`config.mk`:
```
export PLATFORM = sky130hd
export DESIGN_NAME = uart_tx_fifo_flat
export DESIGN_NICKNAME = d
export VERILOG_FILES = /design/src/rtl/uart_tx_fifo_if.sv /design/src/rtl/uart_tx_fifo.sv /design/src/flat_wrapper.sv
export SDC_FILE = /design/constraint.sdc
export NUM_CORES = 1
export LEC_CHECK = 0
export ABC_AREA = 1
export BUFFER_PORTS_ARGS = -buffer_cell sky130_fd_sc_hd__buf_2
export CAP_MARGIN = 20
export CORE_MARGIN = 5
export CORE_UTILIZATION = 28
export DETAILED_ROUTE_END_ITERATION = 10
export HOLD_SLACK_MARGIN = 0.05
export SYNTH_ARGS = -nofsm -noshare
export SYNTH_HDL_FRONTEND = slang
export SYNTH_SLANG_ARGS = --single-unit
```
`constraint.sdc`:
```
create_clock -name clk -period 2.4 [get_ports clk]
set_clock_uncertainty 0.05 [all_clocks]
set_input_delay 0.12 -clock clk [delete_from_list [all_inputs] [get_ports clk]]
set_output_delay 0.12 -clock clk [all_outputs]
set_load 0.1 [all_outputs]
```
`src/rtl/uart_tx_fifo_if.sv`:
```
// Handshake bundle between the CPU write path, the TX byte FIFO and the UART transmitter.
// Pure wiring: no storage, no added latency.
// Backpressure is carried by wr_ready (CPU side) and tx_data_ready (transmitter side).
interface uart_tx_fifo_if #(
    parameter int DEPTH_LOG2 = 4
);
    logic                  wr_valid;
    logic [7:0]            wr_data;
    logic                  wr_ready;
    logic [7:0]            tx_data;
    logic                  tx_data_valid;
    logic                  tx_data_ready;
    logic [DEPTH_LOG2:0]   fifo_level;
    logic                  fifo_empty;
    logic                  overflow;
    logic                  overflow_clr;

    // Environment side: CPU writer plus transmitter.
    modport master (
        output wr_valid, wr_data, tx_data_ready, overflow_clr,
        input  wr_ready, tx_data, tx_data_valid, fifo_level, fifo_empty, overflow
    );

    // FIFO side.
    modport slave (
        input  wr_valid, wr_data, tx_data_ready, overflow_clr,
        output wr_ready, tx_data, tx_data_valid, fifo_level, fifo_empty, overflow
    );
endinterface

```
`src/rtl/uart_tx_fifo.sv`:
```
// First-word-fall-through byte FIFO feeding the UART transmitter; optional LF->CRLF (UART_TX_FIFO_CRLF_EN).
// Latency: byte written in cycle N is presented on tx_data_valid in cycle N+1.
// Backpressure: wr_ready = !full from the registered level only; writes while full are dropped and flagged.
module uart_tx_fifo #(
    parameter int DEPTH_LOG2 = 4
) (
    input  logic         clk,
    input  logic         rst_n,
    uart_tx_fifo_if.slave bus
);
    localparam int                  DEPTH      = 1 << DEPTH_LOG2;
    localparam logic [DEPTH_LOG2:0] FULL_LEVEL = (DEPTH_LOG2 + 1)'(DEPTH);

    logic [7:0]            mem [DEPTH];
    logic [DEPTH_LOG2-1:0] rd_ptr;
    logic [DEPTH_LOG2-1:0] wr_ptr;
    logic [DEPTH_LOG2:0]   level;
    logic                  ovf_q;

    logic       full;
    logic       empty;
    logic       push;
    logic       pop;
    logic       hs;
    logic       head_done;
    logic       wr_drop;
    logic [7:0] head;

    assign head    = mem[rd_ptr];
    assign full    = (level == FULL_LEVEL);
    assign empty   = (level == '0);
    assign push    = bus.wr_valid & ~full;
    assign wr_drop = bus.wr_valid & full;
    // Any transmitter acceptance; only the final beat of an entry retires it.
    assign hs      = ~empty & bus.tx_data_ready;
    assign pop     = hs & head_done;

`ifdef UART_TX_FIFO_CRLF_EN
    localparam logic [0:0] CR_IDLE = 1'b0;
    localparam logic [0:0] CR_SENT = 1'b1;

    logic [0:0] cr_state;
    logic       lf_head;

    assign lf_head   = (head == 8'h0A);
    // An LF head needs a CR beat first; the stored LF goes out on the second beat.
    assign head_done = ~lf_head | (cr_state == CR_SENT);
    assign bus.tx_data = head_done ? head : 8'h0D;

    // Track whether the CR for the current LF head has already been accepted.
    always_ff @(posedge clk or negedge rst_n) begin
        if (!rst_n) begin
            cr_state <= CR_IDLE;
        end else if (hs) begin
            cr_state <= head_done ? CR_IDLE : CR_SENT;
        end
    end
`else
    assign head_done   = 1'b1;
    assign bus.tx_data = head;
`endif

    // Byte storage; contents are only meaningful between rd_ptr and wr_ptr, so no reset.
    always_ff @(posedge clk) begin
        if (push) begin
            mem[wr_ptr] <= bus.wr_data;
        end
    end

    // Pointers wrap naturally at the power-of-two depth.
    always_ff @(posedge clk or negedge rst_n) begin
        if (!rst_n) begin
            wr_ptr <= '0;
            rd_ptr <= '0;
        end else begin
            if (push) wr_ptr <= wr_ptr + 1'b1;
            if (pop)  rd_ptr <= rd_ptr + 1'b1;
        end
    end

    // Stored-byte count; a simultaneous push and pop leaves it unchanged.
    always_ff @(posedge clk or negedge rst_n) begin
        if (!rst_n) begin
            level <= '0;
        end else begin
            case ({push, pop})
                2'b10:   level <= level + 1'b1;
                2'b01:   level <= level - 1'b1;
                default: level <= level;
            endcase
        end
    end

    // Sticky overflow; a dropped write beats a same-cycle clear.
    always_ff @(posedge clk or negedge rst_n) begin
        if (!rst_n) begin
            ovf_q <= 1'b0;
        end else if (wr_drop) begin
            ovf_q <= 1'b1;
        end else if (bus.overflow_clr) begin
            ovf_q <= 1'b0;
        end
    end

    // Valid derives from the async-reset level, so it drops immediately with rst_n.
    assign bus.wr_ready      = ~full;
    assign bus.tx_data_valid = ~empty;
    assign bus.fifo_level    = level;
    assign bus.fifo_empty    = empty;
    assign bus.overflow      = ovf_q;

endmodule

```
`src/flat_wrapper.sv`:
```
// flat-port wrapper written by rule: the top's interface ports become plain ports
module uart_tx_fifo_flat 
#(
    parameter int DEPTH_LOG2 = 4
)
  (clk, rst_n, bus_wr_valid, bus_wr_data, bus_tx_data_ready, bus_overflow_clr, bus_wr_ready, bus_tx_data, bus_tx_data_valid, bus_fifo_level, bus_fifo_empty, bus_overflow);
  uart_tx_fifo_if #(.DEPTH_LOG2(DEPTH_LOG2)) bus_i ();
  input  logic clk;
  input  logic rst_n;
  input wire logic [$bits(bus_i.wr_valid)-1:0] bus_wr_valid;
  input wire logic [$bits(bus_i.wr_data)-1:0] bus_wr_data;
  input wire logic [$bits(bus_i.tx_data_ready)-1:0] bus_tx_data_ready;
  input wire logic [$bits(bus_i.overflow_clr)-1:0] bus_overflow_clr;
  output wire logic [$bits(bus_i.wr_ready)-1:0] bus_wr_ready;
  output wire logic [$bits(bus_i.tx_data)-1:0] bus_tx_data;
  output wire logic [$bits(bus_i.tx_data_valid)-1:0] bus_tx_data_valid;
  output wire logic [$bits(bus_i.fifo_level)-1:0] bus_fifo_level;
  output wire logic [$bits(bus_i.fifo_empty)-1:0] bus_fifo_empty;
  output wire logic [$bits(bus_i.overflow)-1:0] bus_overflow;
  assign bus_i.wr_valid = bus_wr_valid;
  assign bus_i.wr_data = bus_wr_data;
  assign bus_i.tx_data_ready = bus_tx_data_ready;
  assign bus_i.overflow_clr = bus_overflow_clr;
  assign bus_wr_ready = bus_i.wr_ready;
  assign bus_tx_data = bus_i.tx_data;
  assign bus_tx_data_valid = bus_i.tx_data_valid;
  assign bus_fifo_level = bus_i.fifo_level;
  assign bus_fifo_empty = bus_i.fifo_empty;
  assign bus_overflow = bus_i.overflow;
  uart_tx_fifo #(.DEPTH_LOG2(DEPTH_LOG2)) u_core (.clk(clk), .rst_n(rst_n), .bus(bus_i));
endmodule
```
-- After elaboration in Yosys (flattened, before gate mapping)
Memories as Yosys holds them, arrays and structs flattened.
Cells that the tools add are included.
- bitwise logic cells: 5
- $add $sub $neg: 4
- equal/unequal tests: 3
- reduce and logical (&&, ||, !) cells: 3
- muxes and demuxes: 5
- operators by type and width (cell ; number):
    5-bit one-hot mux with 2 select lines ; 1
    4-bit by 1-bit adder with 4-bit output, second input constant ; 2
    5-bit by 1-bit adder with 5-bit output, second input constant ; 1
    5-bit equality test, second input constant ; 1
    5-bit logical NOT ; 1
    5-bit by 1-bit subtractor with 5-bit output, second input constant ; 1
    1-bit two-way mux ; 4
    2-bit nonzero test ; 2
    1-bit bitwise AND ; 3
    2-bit by 1-bit equality test with 1-bit output, second input constant ; 1
    2-bit equality test, second input constant ; 1
    1-bit inverter ; 2
- flip-flop bits (word level): 14
- logic and storage cells: 25
- RAM bits: 128
- output and inout port bits: 17
- memories: 1
- memory list (name ; depth ; bits a word ; rd ports ; clocked after Yosys merged registers in ; wr ports ; RTL line ; text):
    u_core.mem ; 16 ; 8 ; 1 ; 0 ; 1 ; uart_tx_fifo.sv:14 ; logic [7:0] mem [DEPTH];

-- Depth between registers and ports, before layout
- depth in word-level cells: 5
- depth in mapped cells: 13

-- Least setup slack after synthesis
OpenSTA, ideal clock, no wires.
- path type: register -> register
- start point: register u_core.level[0] (netlist: u_core.bus.fifo_level[0])
- end point: register u_core.level[4] (netlist: u_core.bus.fifo_level[4])
- cell stages (with the launch flop): 13
- setup time: 0.120 ns
- path slack: -1.428 ns
- data required time: 2.230 ns
- arrival time: 3.658 ns
- cell sequence: dfrtp_1 > nor2_1 > nand4_1 > nand2_1 > inv_1 > ha_1 > fa_1 > nand2_1 > nand3_1 > nand3_1 > nand2_1 > nand2_1 > nand2_1
- longest elaborated chain between the ends: 5
- ends and longest elaborated chain (element ; RTL line ; text):
    start: declaration ; uart_tx_fifo.sv:17 ; logic [DEPTH_LOG2:0] level;
    start signal: assignment ; uart_tx_fifo.sv:87 ; 2'b10: level <= level + 1'b1;
    start signal: assignment ; uart_tx_fifo.sv:88 ; 2'b01: level <= level - 1'b1;
    start signal: assignment ; uart_tx_fifo.sv:89 ; default: level <= level;
    5-bit logical NOT (*) ; uart_tx_fifo.sv:31 ; assign empty = (level == '0);
    1-bit inverter (*) ; n/a ;
    net bus_tx_data_valid ; flat_wrapper.sv:16 ; output wire logic [$bits(bus_i.tx_data_valid)-1:0] bus_tx_data_valid;
    1-bit bitwise AND (*) ; uart_tx_fifo.sv:35 ; assign hs = ~empty & bus.tx_data_ready;
    net u_core.hs ; uart_tx_fifo.sv:24 ; logic hs;
    2-bit by 1-bit equality test with 1-bit output / 2-bit equality test (equally long branches) ; uart_tx_fifo.sv:86 ; case ({push, pop})
    5-bit one-hot mux with 2 select lines / 2-bit nonzero test (equally long branches) ; n/a ;
Mark *: on every way through the listed nets, which the timed path passes. The rest lies on a longest branch.
A chain may end at the register's enable or synchronous reset.

-- Worst setup path after layout
- start point: register u_core.rd_ptr[1]
- end point: output port bus_tx_data[3]
- longest elaborated chain between the ends: 1
- ends and longest elaborated chain (element ; RTL line ; text):
    start: declaration ; uart_tx_fifo.sv:15 ; logic [DEPTH_LOG2-1:0] rd_ptr;
    start signal: assignment ; uart_tx_fifo.sv:77 ; if (pop) rd_ptr <= rd_ptr + 1'b1;
    memory read 16 x 8 bit ; n/a ;
    end: declaration ; flat_wrapper.sv:15 ; output wire logic [$bits(bus_i.tx_data)-1:0] bus_tx_data;
No other way between the ends.

==> impl_metrics.toml <==
[global_route]
grt_overflow = 0
antenna_found_initial = 0
first_global_vias = 3956
grt_usage_pct = 11.3
grt_pass1_wl_um = 22000
grt_max_degree = 51

[worst_setup_path]
criticalPathCategory = "reg -> out"
worstPathCellList = "clkinvlp_4 > nand3_1 > nand3_1 > nand2_1 > nand2_1 > buf_12"
r2r_cells = 13
max_stage_delay_ps = 480
crit_arrival_ps = 2080
reg2reg_slack_ps = 230
worstPathMaxFanout = 16
worstPathRequired_ps = 2230
worst_r2r_endpoint = "u_core.bus.fifo_level[4]"
cp-start-kind = "flip-flop"
cp_num_buf_inv = 2
critPathSlowestCell = "dfrtp_1"
timing.rr.start = "u_core.bus.fifo_level[1]"
cp-end-kind = "output pin"
crit_family = "simple AND/OR/NAND/NOR gates"

[timing]
timing.final.ws_setup_ps = 149
min_period_ps = 2250
tightest_slew_ps = 817
slew_viol_final = 0
hold_viol_final = 0
slew_headroom_pct = 45.3
fmax_ghz = 0.444
rsz0062_at_grt = "false"
min_period_over_period_pct = 93.8
setup_violations = 0

[pwr]
power_leakage_uw = 0.00319
p_sw_uw = 4830
pwr-share-comb_pct = 46.3
p_per_area_nw_per_um2 = 1460
peakVddDrop_mv = 0.962
p_sw_share_pct = 43.5
p_int_uw = 6270
p_seq_share_pct = 29.2
clockPowerShare_pct = 24.5

[run_status]
outcome = "completed"

[placed_design]
post-place-ws_ps = 239
port_buffers = 29
gp_congestion = 0.791
place_hpwl_um = 8910

[final_layout]
area_delta_synth_final_pct = 21.4
utilization_pct = 34.7
final_layout_size_suffix_gt1_share_pct = 13.2
layout_common_cells = "nand2_1, edfxtp_1, inv_1, nor2_1, nand3_1"
layout.nets = 691
diodes = 0
layout_commonest_cell = "nand2_1"

[hold_path]
holdPathEnd = "u_core.mem[10][1]"
min_delay_path_depth = 1
hold_start = "bus_wr_data[1]"
hp-class = "in -> reg"

[drt]
wire_per_inst_um = 14.5
antenna_left = 0
drc = 0
drt_iter0_markers = 273
first_pass_iters = 8
viasPerCell = 4.29
vias = 4127
wl_um = 13900

[yosys]
synth_ff_type = "edfxtp_1"
yosysWarnings = 0
yosysUniqueCellTypes = 21
synth_top_area_share_pct = 61.4
synth_area_leaders = "edfxtp_1, nand2_1, dfrtp_1"
syn_nets = 646
ys_ff_latch = 142
synth_area_per_cell_um2 = 10.0
async_flop_share_pct = 9.86
syn_area_um2 = 6260
ys_seq_area_share_pct = 67.0
syn_inst = 623
synth_edf_count = 128
yosys.area.top_type = "edfxtp_1"

[clock_tree]
path_clk_slew_ps = 60
cts_buffers = 17
h-tree-depth = 4
root_buffer = "clkbuf_16"
cts_max_path_buffers = 2
clock_latency_ps = 420
cts_tree = "built"
clock-sinks = 142

[floorplanning]
die_w_um = 159
fp-row-count = 54
initial_core_util_pct = 28.6
coreArea_um2 = 21900
die_area_um2 = 25400
dieHeight_um = 159
io_pins = 30

[flow_run]
maxCapViolations = 0
==> per-stage QoR <==
| stage | instance area [um2] | power [uW] | instances | TNS [ps] | hold WS [ps] |
|---|---|---|---|---|---|
| 6_report | 7600 | 11100 | 961 | 0 | 66.8 |
| 5_1_grt | 7600 | 11700 | 961 | 0 | 57.9 |
| 4_1_cts | 7570 | 11200 | 960 | 0 | 53.2 |
| 3_5_place_dp | 6910 | 8420 | 924 | 0 | -0.541 |
| 3_3_place_gp | 6910 | 8390 | 924 | 0 | -1.55 |
| 2_1_floorplan | 6290 | 6760 | 623 | -88780 | -226 |
==> cells by family after synthesis <==
group / Yosys count / synth area share [%]
AOI/OAI and AO/OA: 5 / 0.440
buffers and inverters: 92 / 6.04
xor gates and xnor gates: 7 / 0.980
and+or+nand+nor: 367 / 23.4
adders and majority gates: 10 / 2.12
DFF: 142 / 67.0
==> per-layer routing <==
layer	part of all wire [%]	vias up	global-route usage, %	routed length [um]
met5	0	-	0	0
met4	1.8	0	4.38	255
met3	4.9	20	3.24	682
met2	46	105	17.7	6460
met1	47	1902	14.9	6500
li1	-	2100	-	-
==> what timing repair did <==
action                     CTS  global route
hold endpoints to repair    19             0
hold buffers                 4             0
setup endpoints to repair    0             8
buffers inserted             0             1
gates resized for setup      0             6
==> worst max path at each step <==
stage                                   from  cells past startpoint                       end  slack [ps]
floorplan           u_core.bus.fifo_level[1]                     12  u_core.bus.fifo_level[4]        -970
global placement    u_core.bus.fifo_level[1]                     13  u_core.bus.fifo_level[4]         270
detailed placement  u_core.bus.fifo_level[1]                     13  u_core.bus.fifo_level[4]         240
CTS                         u_core.rd_ptr[0]                      9            bus_tx_data[0]           8
global route                u_core.rd_ptr[1]                      6            bus_tx_data[0]          10
finish                      u_core.rd_ptr[1]                      6            bus_tx_data[3]         150
==> power groups by stage <==
stage          registers, uW  logic (uW)  clock network, uW
4_1_cts                 3260        5130               2770
2_1_floorplan           3560        3200                  0
5_1_grt                 3270        5560               2900
6_report                3240        5130               2720
3_3_place_gp            3300        5100                  0
3_5_place_dp            3310        5110                  0
==> flip-flops by register name (all words and copies together) (netlist names) <==
signal	count
u_core.bus.fifo_level	5
u_core.rd_ptr	4
u_core.bus.overflow	1
u_core.mem	128
u_core.wr_ptr	4
==> cell usage after synthesis (2+ instances only) <==
master / number
xor2_1: 4
clkbuf_1: 3
dfrtp_1: 14
nand2_1: 241
ha_1: 9
inv_1: 68
xnor2_1: 3
nand3_1: 54
buf_4: 2
o22ai_1: 2
buf_2: 14
nor2_1: 67
nand4_1: 3
inv_2: 3
edfxtp_1: 128
o21ai_0: 3
==> area by class of cell <==
type	instances	area (um2)
clock buffer	18	429
clock inverter	14	191
fill	2188	14300
inverter	71	273
multi-input combinational	389	1700
sequential	142	4210
tap	280	350
timing repair buffer	47	434
Power figures use the tool's default switching activity.
